[src/rtl/vga_frame_reader_pkg.sv]
`default_nettype none
// ============================================================================
// Module      : vga_pkg
// Description : Shared VGA 640x480@60 timing and 320x240 RGB444 frame-buffer
//               constants plus a small counter-window helper.
// Revision    : 1.0 - initial release
// ============================================================================
package vga_pkg;

    localparam int C_H_ACTIVE = 640;
    localparam int C_H_FP     = 16;
    localparam int C_H_SYNC   = 96;
    localparam int C_H_BP     = 48;
    localparam int C_H_TOTAL  = C_H_ACTIVE + C_H_FP + C_H_SYNC + C_H_BP;

    localparam int C_V_ACTIVE = 480;
    localparam int C_V_FP     = 10;
    localparam int C_V_SYNC   = 2;
    localparam int C_V_BP     = 33;
    localparam int C_V_TOTAL  = C_V_ACTIVE + C_V_FP + C_V_SYNC + C_V_BP;

    localparam int C_FB_WIDTH  = 320;
    localparam int C_FB_HEIGHT = 240;
    localparam int C_FB_PIXELS = C_FB_WIDTH * C_FB_HEIGHT;

    localparam int C_CNT_W  = 10;
    localparam int C_ADDR_W = 17;
    localparam int C_RGB_W  = 12;
    localparam int C_CH_W   = 4;
    localparam int C_R_LSB  = 8;
    localparam int C_G_LSB  = 4;
    localparam int C_B_LSB  = 0;

    function automatic logic in_window(input logic [C_CNT_W-1:0] cnt,
                                       input int start, input int len);
        return (int'(cnt) >= start) && (int'(cnt) < start + len);
    endfunction

endpackage
`default_nettype wire

[src/rtl/vga_frame_reader_if.sv]
`default_nettype none
// ============================================================================
// Module      : vga_frame_reader_if
// Description : Frame-buffer read port and VGA output bundle of the reader.
// Revision    : 1.0 - initial release
// ============================================================================
interface vga_frame_reader_if;
    import vga_pkg::*;

    logic [C_ADDR_W-1:0] bram_rd_addr;
    logic                bram_en;
    logic [C_RGB_W-1:0]  bram_rd_data;
    logic [C_CH_W-1:0]   vga_r;
    logic [C_CH_W-1:0]   vga_g;
    logic [C_CH_W-1:0]   vga_b;
    logic                vga_hsync;
    logic                vga_vsync;
    logic                vga_de;
    logic                frame_start;

    modport master (
        output bram_rd_addr, bram_en,
        input  bram_rd_data,
        output vga_r, vga_g, vga_b, vga_hsync, vga_vsync, vga_de, frame_start
    );

    modport slave (
        input  bram_rd_addr, bram_en,
        output bram_rd_data,
        input  vga_r, vga_g, vga_b, vga_hsync, vga_vsync, vga_de, frame_start
    );

endinterface
`default_nettype wire

[src/rtl/vga_frame_reader_timing_gen.sv]
`default_nettype none
// ============================================================================
// Module      : vga_timing_gen
// Description : Horizontal/vertical counters with raw sync, active-video and
//               frame-start decodes (pipeline stage 0).
// Revision    : 1.0 - initial release
// ============================================================================
module vga_timing_gen
    import vga_pkg::*;
#(
    parameter int H_ACTIVE = C_H_ACTIVE,
    parameter int H_FP     = C_H_FP,
    parameter int H_SYNC   = C_H_SYNC,
    parameter int H_BP     = C_H_BP,
    parameter int V_ACTIVE = C_V_ACTIVE,
    parameter int V_FP     = C_V_FP,
    parameter int V_SYNC   = C_V_SYNC,
    parameter int V_BP     = C_V_BP
) (
    input  logic               clk,
    input  logic               rst,
    output logic [C_CNT_W-2:0] o_col,
    output logic               o_v_active,
    output logic               o_v_odd,
    output logic               o_line_end,
    output logic               o_frame_end,
    output logic               o_de,
    output logic               o_hsync,
    output logic               o_vsync,
    output logic               o_frame_start
);

    localparam int H_TOTAL  = H_ACTIVE + H_FP + H_SYNC + H_BP;
    localparam int V_TOTAL  = V_ACTIVE + V_FP + V_SYNC + V_BP;
    localparam int HS_START = H_ACTIVE + H_FP;
    localparam int VS_START = V_ACTIVE + V_FP;

    logic [C_CNT_W-1:0] r_h_cnt;
    logic [C_CNT_W-1:0] r_v_cnt;
    logic               w_h_active;

    always_ff @(posedge clk or posedge rst) begin
        if (rst) begin
            r_h_cnt <= '0;
            r_v_cnt <= '0;
        end else if (o_line_end) begin
            r_h_cnt <= '0;
            r_v_cnt <= o_frame_end ? '0 : r_v_cnt + 1'b1;
        end else begin
            r_h_cnt <= r_h_cnt + 1'b1;
        end
    end

    assign o_line_end  = (r_h_cnt == C_CNT_W'(H_TOTAL - 1));
    assign o_frame_end = o_line_end && (r_v_cnt == C_CNT_W'(V_TOTAL - 1));
    assign w_h_active  = (r_h_cnt < C_CNT_W'(H_ACTIVE));
    assign o_v_active  = (r_v_cnt < C_CNT_W'(V_ACTIVE));
    assign o_v_odd     = r_v_cnt[0];
    assign o_de        = w_h_active && o_v_active;
    assign o_hsync     = !in_window(r_h_cnt, HS_START, H_SYNC);
    assign o_vsync     = !in_window(r_v_cnt, VS_START, V_SYNC);
    assign o_col       = r_h_cnt[C_CNT_W-1:1];

    // Gated by reset so the pulse stays low while the counters sit at origin in reset.
    assign o_frame_start = !rst && (r_h_cnt == '0) && (r_v_cnt == '0);

endmodule
`default_nettype wire

[src/rtl/vga_frame_reader.sv]
`default_nettype none
// ============================================================================
// Module      : vga_frame_reader
// Description : Reads the 320x240 RGB444 frame buffer and drives 640x480 VGA
//               with 2x2 pixel replication and BRAM-latency-aligned syncs.
// Revision    : 1.0 - initial release
// ============================================================================
module vga_frame_reader
    import vga_pkg::*;
#(
    parameter int H_ACTIVE = C_H_ACTIVE,
    parameter int H_FP     = C_H_FP,
    parameter int H_SYNC   = C_H_SYNC,
    parameter int H_BP     = C_H_BP,
    parameter int V_ACTIVE = C_V_ACTIVE,
    parameter int V_FP     = C_V_FP,
    parameter int V_SYNC   = C_V_SYNC,
    parameter int V_BP     = C_V_BP,
    parameter int FB_WIDTH = C_FB_WIDTH
) (
    input  logic               clk,
    input  logic               rst,
    vga_frame_reader_if.master bus
);

    logic [C_CNT_W-2:0]  w_col;
    logic                w_v_active;
    logic                w_v_odd;
    logic                w_line_end;
    logic                w_frame_end;
    logic                w_de;
    logic                w_hsync;
    logic                w_vsync;
    logic                w_frame_start;

    logic [C_ADDR_W-1:0] r_line_base;
    logic [C_ADDR_W-1:0] r_rd_addr;
    logic                r_en;
    logic                r_de1, r_hs1, r_vs1;
    logic                r_de2, r_hs2, r_vs2;
    logic                r_de3, r_hs3, r_vs3;
    logic [C_RGB_W-1:0]  r_rgb;

    vga_timing_gen #(
        .H_ACTIVE (H_ACTIVE),
        .H_FP     (H_FP),
        .H_SYNC   (H_SYNC),
        .H_BP     (H_BP),
        .V_ACTIVE (V_ACTIVE),
        .V_FP     (V_FP),
        .V_SYNC   (V_SYNC),
        .V_BP     (V_BP)
    ) u_timing (
        .clk           (clk),
        .rst           (rst),
        .o_col         (w_col),
        .o_v_active    (w_v_active),
        .o_v_odd       (w_v_odd),
        .o_line_end    (w_line_end),
        .o_frame_end   (w_frame_end),
        .o_de          (w_de),
        .o_hsync       (w_hsync),
        .o_vsync       (w_vsync),
        .o_frame_start (w_frame_start)
    );

    // Advancing only after odd active lines shows each stored line twice.
    always_ff @(posedge clk or posedge rst) begin
        if (rst) begin
            r_line_base <= '0;
        end else if (w_frame_end) begin
            r_line_base <= '0;
        end else if (w_line_end && w_v_active && w_v_odd) begin
            r_line_base <= r_line_base + C_ADDR_W'(FB_WIDTH);
        end
    end

    // Stage 1: address issue and first sync delay.
    always_ff @(posedge clk or posedge rst) begin
        if (rst) begin
            r_rd_addr <= '0;
            r_en      <= 1'b0;
            r_de1     <= 1'b0;
            r_hs1     <= 1'b1;
            r_vs1     <= 1'b1;
        end else begin
            r_rd_addr <= w_de ? r_line_base + {{(C_ADDR_W-C_CNT_W+1){1'b0}}, w_col} : '0;
            r_en      <= w_de;
            r_de1     <= w_de;
            r_hs1     <= w_hsync;
            r_vs1     <= w_vsync;
        end
    end

    // Stage 2 covers the BRAM read; stage 3 captures its data.
    always_ff @(posedge clk or posedge rst) begin
        if (rst) begin
            r_de2 <= 1'b0;
            r_hs2 <= 1'b1;
            r_vs2 <= 1'b1;
            r_de3 <= 1'b0;
            r_hs3 <= 1'b1;
            r_vs3 <= 1'b1;
            r_rgb <= '0;
        end else begin
            r_de2 <= r_de1;
            r_hs2 <= r_hs1;
            r_vs2 <= r_vs1;
            r_de3 <= r_de2;
            r_hs3 <= r_hs2;
            r_vs3 <= r_vs2;
            r_rgb <= r_de2 ? bus.bram_rd_data : '0;
        end
    end

    assign bus.bram_rd_addr = r_rd_addr;
    assign bus.bram_en      = r_en;
    assign bus.vga_r        = r_rgb[C_R_LSB +: C_CH_W];
    assign bus.vga_g        = r_rgb[C_G_LSB +: C_CH_W];
    assign bus.vga_b        = r_rgb[C_B_LSB +: C_CH_W];
    assign bus.vga_de       = r_de3;
    assign bus.vga_hsync    = r_hs3;
    assign bus.vga_vsync    = r_vs3;
    assign bus.frame_start  = w_frame_start;

endmodule
`default_nettype wire

[src/flat_wrapper.sv]
// flat-port wrapper written by rule: the top's interface ports become plain ports
module vga_frame_reader_flat import vga_pkg::*;
#(
    parameter int H_ACTIVE = C_H_ACTIVE,
    parameter int H_FP     = C_H_FP,
    parameter int H_SYNC   = C_H_SYNC,
    parameter int H_BP     = C_H_BP,
    parameter int V_ACTIVE = C_V_ACTIVE,
    parameter int V_FP     = C_V_FP,
    parameter int V_SYNC   = C_V_SYNC,
    parameter int V_BP     = C_V_BP,
    parameter int FB_WIDTH = C_FB_WIDTH
)
  (clk, rst, bus_bram_rd_addr, bus_bram_en, bus_bram_rd_data, bus_vga_r, bus_vga_g, bus_vga_b, bus_vga_hsync, bus_vga_vsync, bus_vga_de, bus_frame_start);
  vga_frame_reader_if bus_i ();
  input  logic clk;
  input  logic rst;
  output wire logic [$bits(bus_i.bram_rd_addr)-1:0] bus_bram_rd_addr;
  output wire logic [$bits(bus_i.bram_en)-1:0] bus_bram_en;
  input wire logic [$bits(bus_i.bram_rd_data)-1:0] bus_bram_rd_data;
  output wire logic [$bits(bus_i.vga_r)-1:0] bus_vga_r;
  output wire logic [$bits(bus_i.vga_g)-1:0] bus_vga_g;
  output wire logic [$bits(bus_i.vga_b)-1:0] bus_vga_b;
  output wire logic [$bits(bus_i.vga_hsync)-1:0] bus_vga_hsync;
  output wire logic [$bits(bus_i.vga_vsync)-1:0] bus_vga_vsync;
  output wire logic [$bits(bus_i.vga_de)-1:0] bus_vga_de;
  output wire logic [$bits(bus_i.frame_start)-1:0] bus_frame_start;
  assign bus_bram_rd_addr = bus_i.bram_rd_addr;
  assign bus_bram_en = bus_i.bram_en;
  assign bus_i.bram_rd_data = bus_bram_rd_data;
  assign bus_vga_r = bus_i.vga_r;
  assign bus_vga_g = bus_i.vga_g;
  assign bus_vga_b = bus_i.vga_b;
  assign bus_vga_hsync = bus_i.vga_hsync;
  assign bus_vga_vsync = bus_i.vga_vsync;
  assign bus_vga_de = bus_i.vga_de;
  assign bus_frame_start = bus_i.frame_start;
  vga_frame_reader #(.H_ACTIVE(H_ACTIVE), .H_FP(H_FP), .H_SYNC(H_SYNC), .H_BP(H_BP), .V_ACTIVE(V_ACTIVE), .V_FP(V_FP), .V_SYNC(V_SYNC), .V_BP(V_BP), .FB_WIDTH(FB_WIDTH)) u_core (.clk(clk), .rst(rst), .bus(bus_i));
endmodule
[config.mk]
export PLATFORM = sky130hd
export DESIGN_NAME = vga_frame_reader_flat
export DESIGN_NICKNAME = d
export VERILOG_FILES = /design/src/rtl/vga_frame_reader_pkg.sv /design/src/rtl/vga_frame_reader_if.sv /design/src/rtl/vga_frame_reader_timing_gen.sv /design/src/rtl/vga_frame_reader.sv /design/src/flat_wrapper.sv
export SDC_FILE = /design/constraint.sdc
export NUM_CORES = 1
export LEC_CHECK = 0
export CAP_MARGIN = 20
export CORE_UTILIZATION = 59
export CTS_BUF_LIST = sky130_fd_sc_hd__clkbuf_4
export DETAILED_ROUTE_END_ITERATION = 6
export PLACE_DENSITY = 0.87
export SYNTH_ARGS = -nofsm -noshare
export SYNTH_HDL_FRONTEND = slang
export SYNTH_SLANG_ARGS = --single-unit
[constraint.sdc]
create_clock -name clk -period 5.2 [get_ports clk]
set_input_delay 0.78 -clock clk [delete_from_list [all_inputs] [get_ports clk]]
set_output_delay 0.78 -clock clk [all_outputs]
set_load 0.05 [all_outputs]
=== After elaboration in Yosys (flattened, before gate mapping) ===
Index checks and enable logic that the tools add are counted.

* Register bits: 75
* Latch bits: 0
* Bits in writable memories: 0
* Memory bits (read-only): 0
* Input port bits: 14
* Output and inout bits: 34
* Logic and storage cells: 46
* Memories kept: 0

* Add/subtract/negate cells: 4
* Multipliers: 0
* Divide/modulo/power cells: 0
* Magnitude comparators: 6
* Eq/ne operators: 2
* Shifts and indexed selects: 0
* Mux-type cells: 6
* Bitwise operators: 0
* Reductions and logical operators: 14

{| class="wikitable"
|+ Operators by type and width
! kind !! number
|-
| $mux W17 || 3
|-
| $add A10 B1 Y10 const B || 2
|-
| $eq A10 B10 Y1 const B || 2
|-
| $logic_not A10 Y1 || 2
|-
| $lt A10 B10 Y1 const B || 2
|-
| $lt A10 B9 Y1 const B || 2
|-
| $mux W10 || 2
|-
| $add A17 B9 Y17 || 1
|-
| $add A17 B9 Y17 const B || 1
|-
| $mux W12 || 1
|-
| $ge A10 B10 Y1 const B || 1
|-
| $ge A10 B9 Y1 const B || 1
|-
| $logic_and A1 B1 Y1 || 8
|-
| $logic_not A1 Y1 || 3
|-
| $reduce_bool A2 Y1 || 1
|}

=== Depth between registers and ports, before layout ===
* Depth in word-level cells: 5
* Mapped depth: 8

=== Modules after synthesis ===
A second synthesis with hierarchy kept.

* Cell total of the unflattened synthesis: 284
* Area total of the unflattened synthesis: 3108.0 µm²

{| class="wikitable"
|+ Modules (own cells, without submodules)
! module !! times used !! cells each !! area an instance (µm²) !! seq. area each (µm²)
|-
| vga_frame_reader || 1 || 158 || 1934.4 || 1233.7
|-
| vga_timing_gen || 1 || 126 || 1173.6 || 500.5
|}

=== Least setup slack after synthesis ===
Ideal clock, no wire load.

* Path kind: in2out
* From: input rst
* To: output bus_frame_start
* Arrival time: 2.562 ns
* Path slack: 1.858 ns
* Stages: 3
* Cell sequence: nor3b_1 nand4_1 nor4_1

* Word-level cells in the longest chain between the ends: 3

{| class="wikitable"
|+ RTL lines
! item !! line !! source
|-
| start: declaration || flat_wrapper.sv:17 || <nowiki>input logic rst;</nowiki>
|-
| $logic_not A1 Y1 (no source line) || -- ||
|-
| $logic_and A1 B1 Y1 (2 in series) || vga_frame_reader_timing_gen.sv:65 || <nowiki>assign o_frame_start = !rst && (r_h_cnt == '0) && (r_v_cnt == '0);</nowiki>
|-
| end: declaration || flat_wrapper.sv:27 || <nowiki>output wire logic [$bits(bus_i.frame_start)-1:0] bus_frame_start;</nowiki>
|}

No other way between the ends.

=== Worst setup path in the final report ===
Same ends and word-level chain as after synthesis.

==> impl_metrics.tcl <==
set metrics [dict create \
    wl_per_cell_um 14.0 \
    final_cell_mix "63 x dfrtp_1, 47 x clkdlybuf4s50_1, 19 x and2_1, 16 x nor2_1, 16 x o21ai_0" \
    yosys.area_share.simple_pct 20.8 \
    yosysSeqAreaShare_pct 58.5 \
    final_hold_viol_count 0 \
    synthCells 269 \
    die-area_mm2 0.00531 \
    maxSlewViolCount 0 \
    rsz0062_at_grt "false" \
    netlist_area_mm2 0.00296 \
    drive_above_1_share_pct 7.48 \
    p_per_area_mw_per_mm2 256 \
    start_util_pct 61.9 \
    post_cts_resized 0 \
    clk_latency_ns 0.41 \
    holdPathStages 0 \
    n_fill_cell 333 \
    period_share_pct 67.4 \
    final_common_cell "dfrtp_1" \
    num_antenna_cells 0 \
    setup_viol 0 \
    clk_pin_slew_ns 0.11 \
    cts_buffer_depth 2 \
    core_area_mm2 0.00479 \
    cp_max_fo 2 \
    pre_cts_slack_ns 1.74 \
    cts_tree "yes" \
    max-vdd-ir-drop_mv 0.178 \
    finalWirelength_mm 5.45 \
    startpoint_type "input pin" \
    finalClockSkew_ns 0.0149 \
    rows 25 \
    worstMarginPinSlew_ns 0.844 \
    drv_cap 0 \
    reg2reg_depth 4 \
    antenna_found_initial 0 \
    first_pass_iters 4 \
    fp.dieW_um 72.9 \
    synth_compound_area_share_pct 8.19 \
    arrival_ns 2.72 \
    slew-limit-headroom_pct 43.7 \
    grt_max_degree 70 \
    synth_xor_xnor_area_share_pct 5.03 \
    grt_pass1_vias 1971 \
    synth_top_family_by_area "simple AND/OR/NAND/NOR gates" \
    outcome "finished clean" \
    power_uw 924 \
    track_usage_pct 23.4 \
    num_vias 2175 \
    cts_setup_buffers 0 \
    drc_errors 0 \
    ant_nets 0 \
    hp-class "register to register" \
    utilization_pct 75.4 \
    synth-seq-cells 69 \
    worstPathRequired_ns 4.42 \
    p_leak_uw 0.00154 \
    finalNetCount 338 \
    root_buffer "clkbuf_4" \
    critical_path_class "input pin to output port" \
    regArea_mm2 0.00173 \
    ctsHtreeMaxLevel 3 \
    place_congestion 0.868 \
    syn_nets 291 \
    grt_pass1_wl_mm 9.11 \
    fin_setup_tns_ns 0 \
    cts-buffers-inserted 9 \
    worst_slack_ns 1.70 \
    postCtsHoldBufs 0 \
    synth_ff_type "dfrtp_1" \
    areaGrowthSynthToFinish_pct 21.8 \
    period_needed_ns 3.50 \
    place.port_buffers 47 \
    overflow 0 \
    async_flop_share_pct 100 \
    synth-adder-area-share_pct 3.38 \
    ys_types 33 \
    clkSinkCount 69 \
    fin_area_mm2 0.00361 \
    drt_iter0_drc 168 \
    muxShareOfSynthArea_pct 1.35 \
    synth_enable_flop_cells 0 \
    multi_input_area_mm2 0.00115 \
    placed_cell_area_mm2 0.00347 \
    avgViaCountPerCell 5.61 \
    yosys_warnings 0 \
    die-height_um 72.9 \
    fmax_ghz 0.286 \
    place_hpwl_mm 3.75 \
    io_pins 48 \
    avgSynthCellArea_um2 11.0 \
    end_kind "output port" \
]
[cells by family after synthesis]
| group | Yosys count |
|---|---|
| buffers and inverters | 20 |
| multiplexers | 4 |
| AND/OR/NAND/NOR | 109 |
| adder cells (fa/ha/maj) | 8 |
| XOR/XNOR | 17 |
| AO/OA/AOI/OAI | 42 |
| flip-flops | 69 |
[final timing paths]
path | start | to | slack, ns
setup / recovery | rst | bus_frame_start | 1.70
hold / removal | u_core.r_vs2$_DFF_PP1_ | u_core.bus.vga_vsync$_DFF_PP1_ | 0.35
setup reg to reg | u_core.u_timing.r_h_cnt[5]$_DFF_PP0_ | u_core.r_line_base[15]$_DFFE_PP0P_ | 2.41
hold reg to reg | u_core.r_vs2$_DFF_PP1_ | u_core.bus.vga_vsync$_DFF_PP1_ | 0.35
max in group asynchronous | rst | u_core.r_line_base[9]$_DFFE_PP0P_ | 3.68
min in group asynchronous | rst | u_core.r_line_base[15]$_DFFE_PP0P_ | 0.97
[worst max-delay path, cell delays in order]
cell and delay [ns]:
clkdlybuf4s50_1 0.45, nor3b_1 0.19, nand4_1 0.13, nor4_1 0.31, clkdlybuf4s50_1 0.86
[registers in the layout, summed over array words and instances (netlist names), 10 cells and up]
| signal | cells |
|---|---|
| u_core.u_timing.r_v_cnt | 10 |
| u_core.u_timing.r_h_cnt | 10 |
| u_core.r_line_base | 11 |
| u_core.r_rgb | 12 |
| u_core.bus.bram_rd_addr | 17 |
[cell type report]
type / instances / share of cell area [%]
Sequential cell: 69 / 48.1
Timing Repair Buffer: 48 / 13.2
Clock buffer: 11 / 2.29
Inverter: 8 / 0.832
Multi-Input combinational cell: 180 / 31.8
Tap cell: 67 / 2.32
Clock inverter: 5 / 1.42
[layer usage]
layer / share of wire [%] / wire length [µm] / GRT usage (%)
met1: 44 / 2390 / 30.2
met2: 50 / 2710 / 37.5
met3: 4.9 / 268 / 4.28
met4: 1.4 / 76 / 13.1
met5: 0 / 0 / 0
[stage by stage]
step / hold WS [ns] / instances
final: 0.353 / 388
after CTS: 0.358 / 388
after global routing: 0.357 / 388
after detailed placement: 0.347 / 372
after floorplan: 0.345 / 269
after global placement: 0.346 / 372
[report_power, final]
group / internal [µW] / total [µW] / switching, µW
Combinational: 19.2 / 50.3 / 31.1
Sequential: 541 / 542 / 1.12
Clock: 154 / 331 / 177
[synthesized netlist by cell type (all sizes together) (5+ instances only)]
cell | count | area share (%)
a21oi | 15 | 2.5
nand3 | 14 | 2.4
ha | 8 | 3.4
nor4 | 6 | 1.3
nand2 | 11 | 1.4
xor2 | 5 | 1.5
o31ai | 6 | 1.5
dfrtp | 63 | 53
and2 | 19 | 4.0
nor2 | 16 | 2.0
nor3 | 5 | 0.84
or3 | 10 | 2.1
dfstp | 6 | 5.3
and3 | 5 | 1.1
clkbuf | 8 | 1.0
nand4 | 5 | 1.1
xnor2 | 12 | 3.5
o21ai | 16 | 2.7
or4 | 10 | 2.5
inv | 8 | 1.0
No activity file was read; power rests on OpenSTA's default activity.
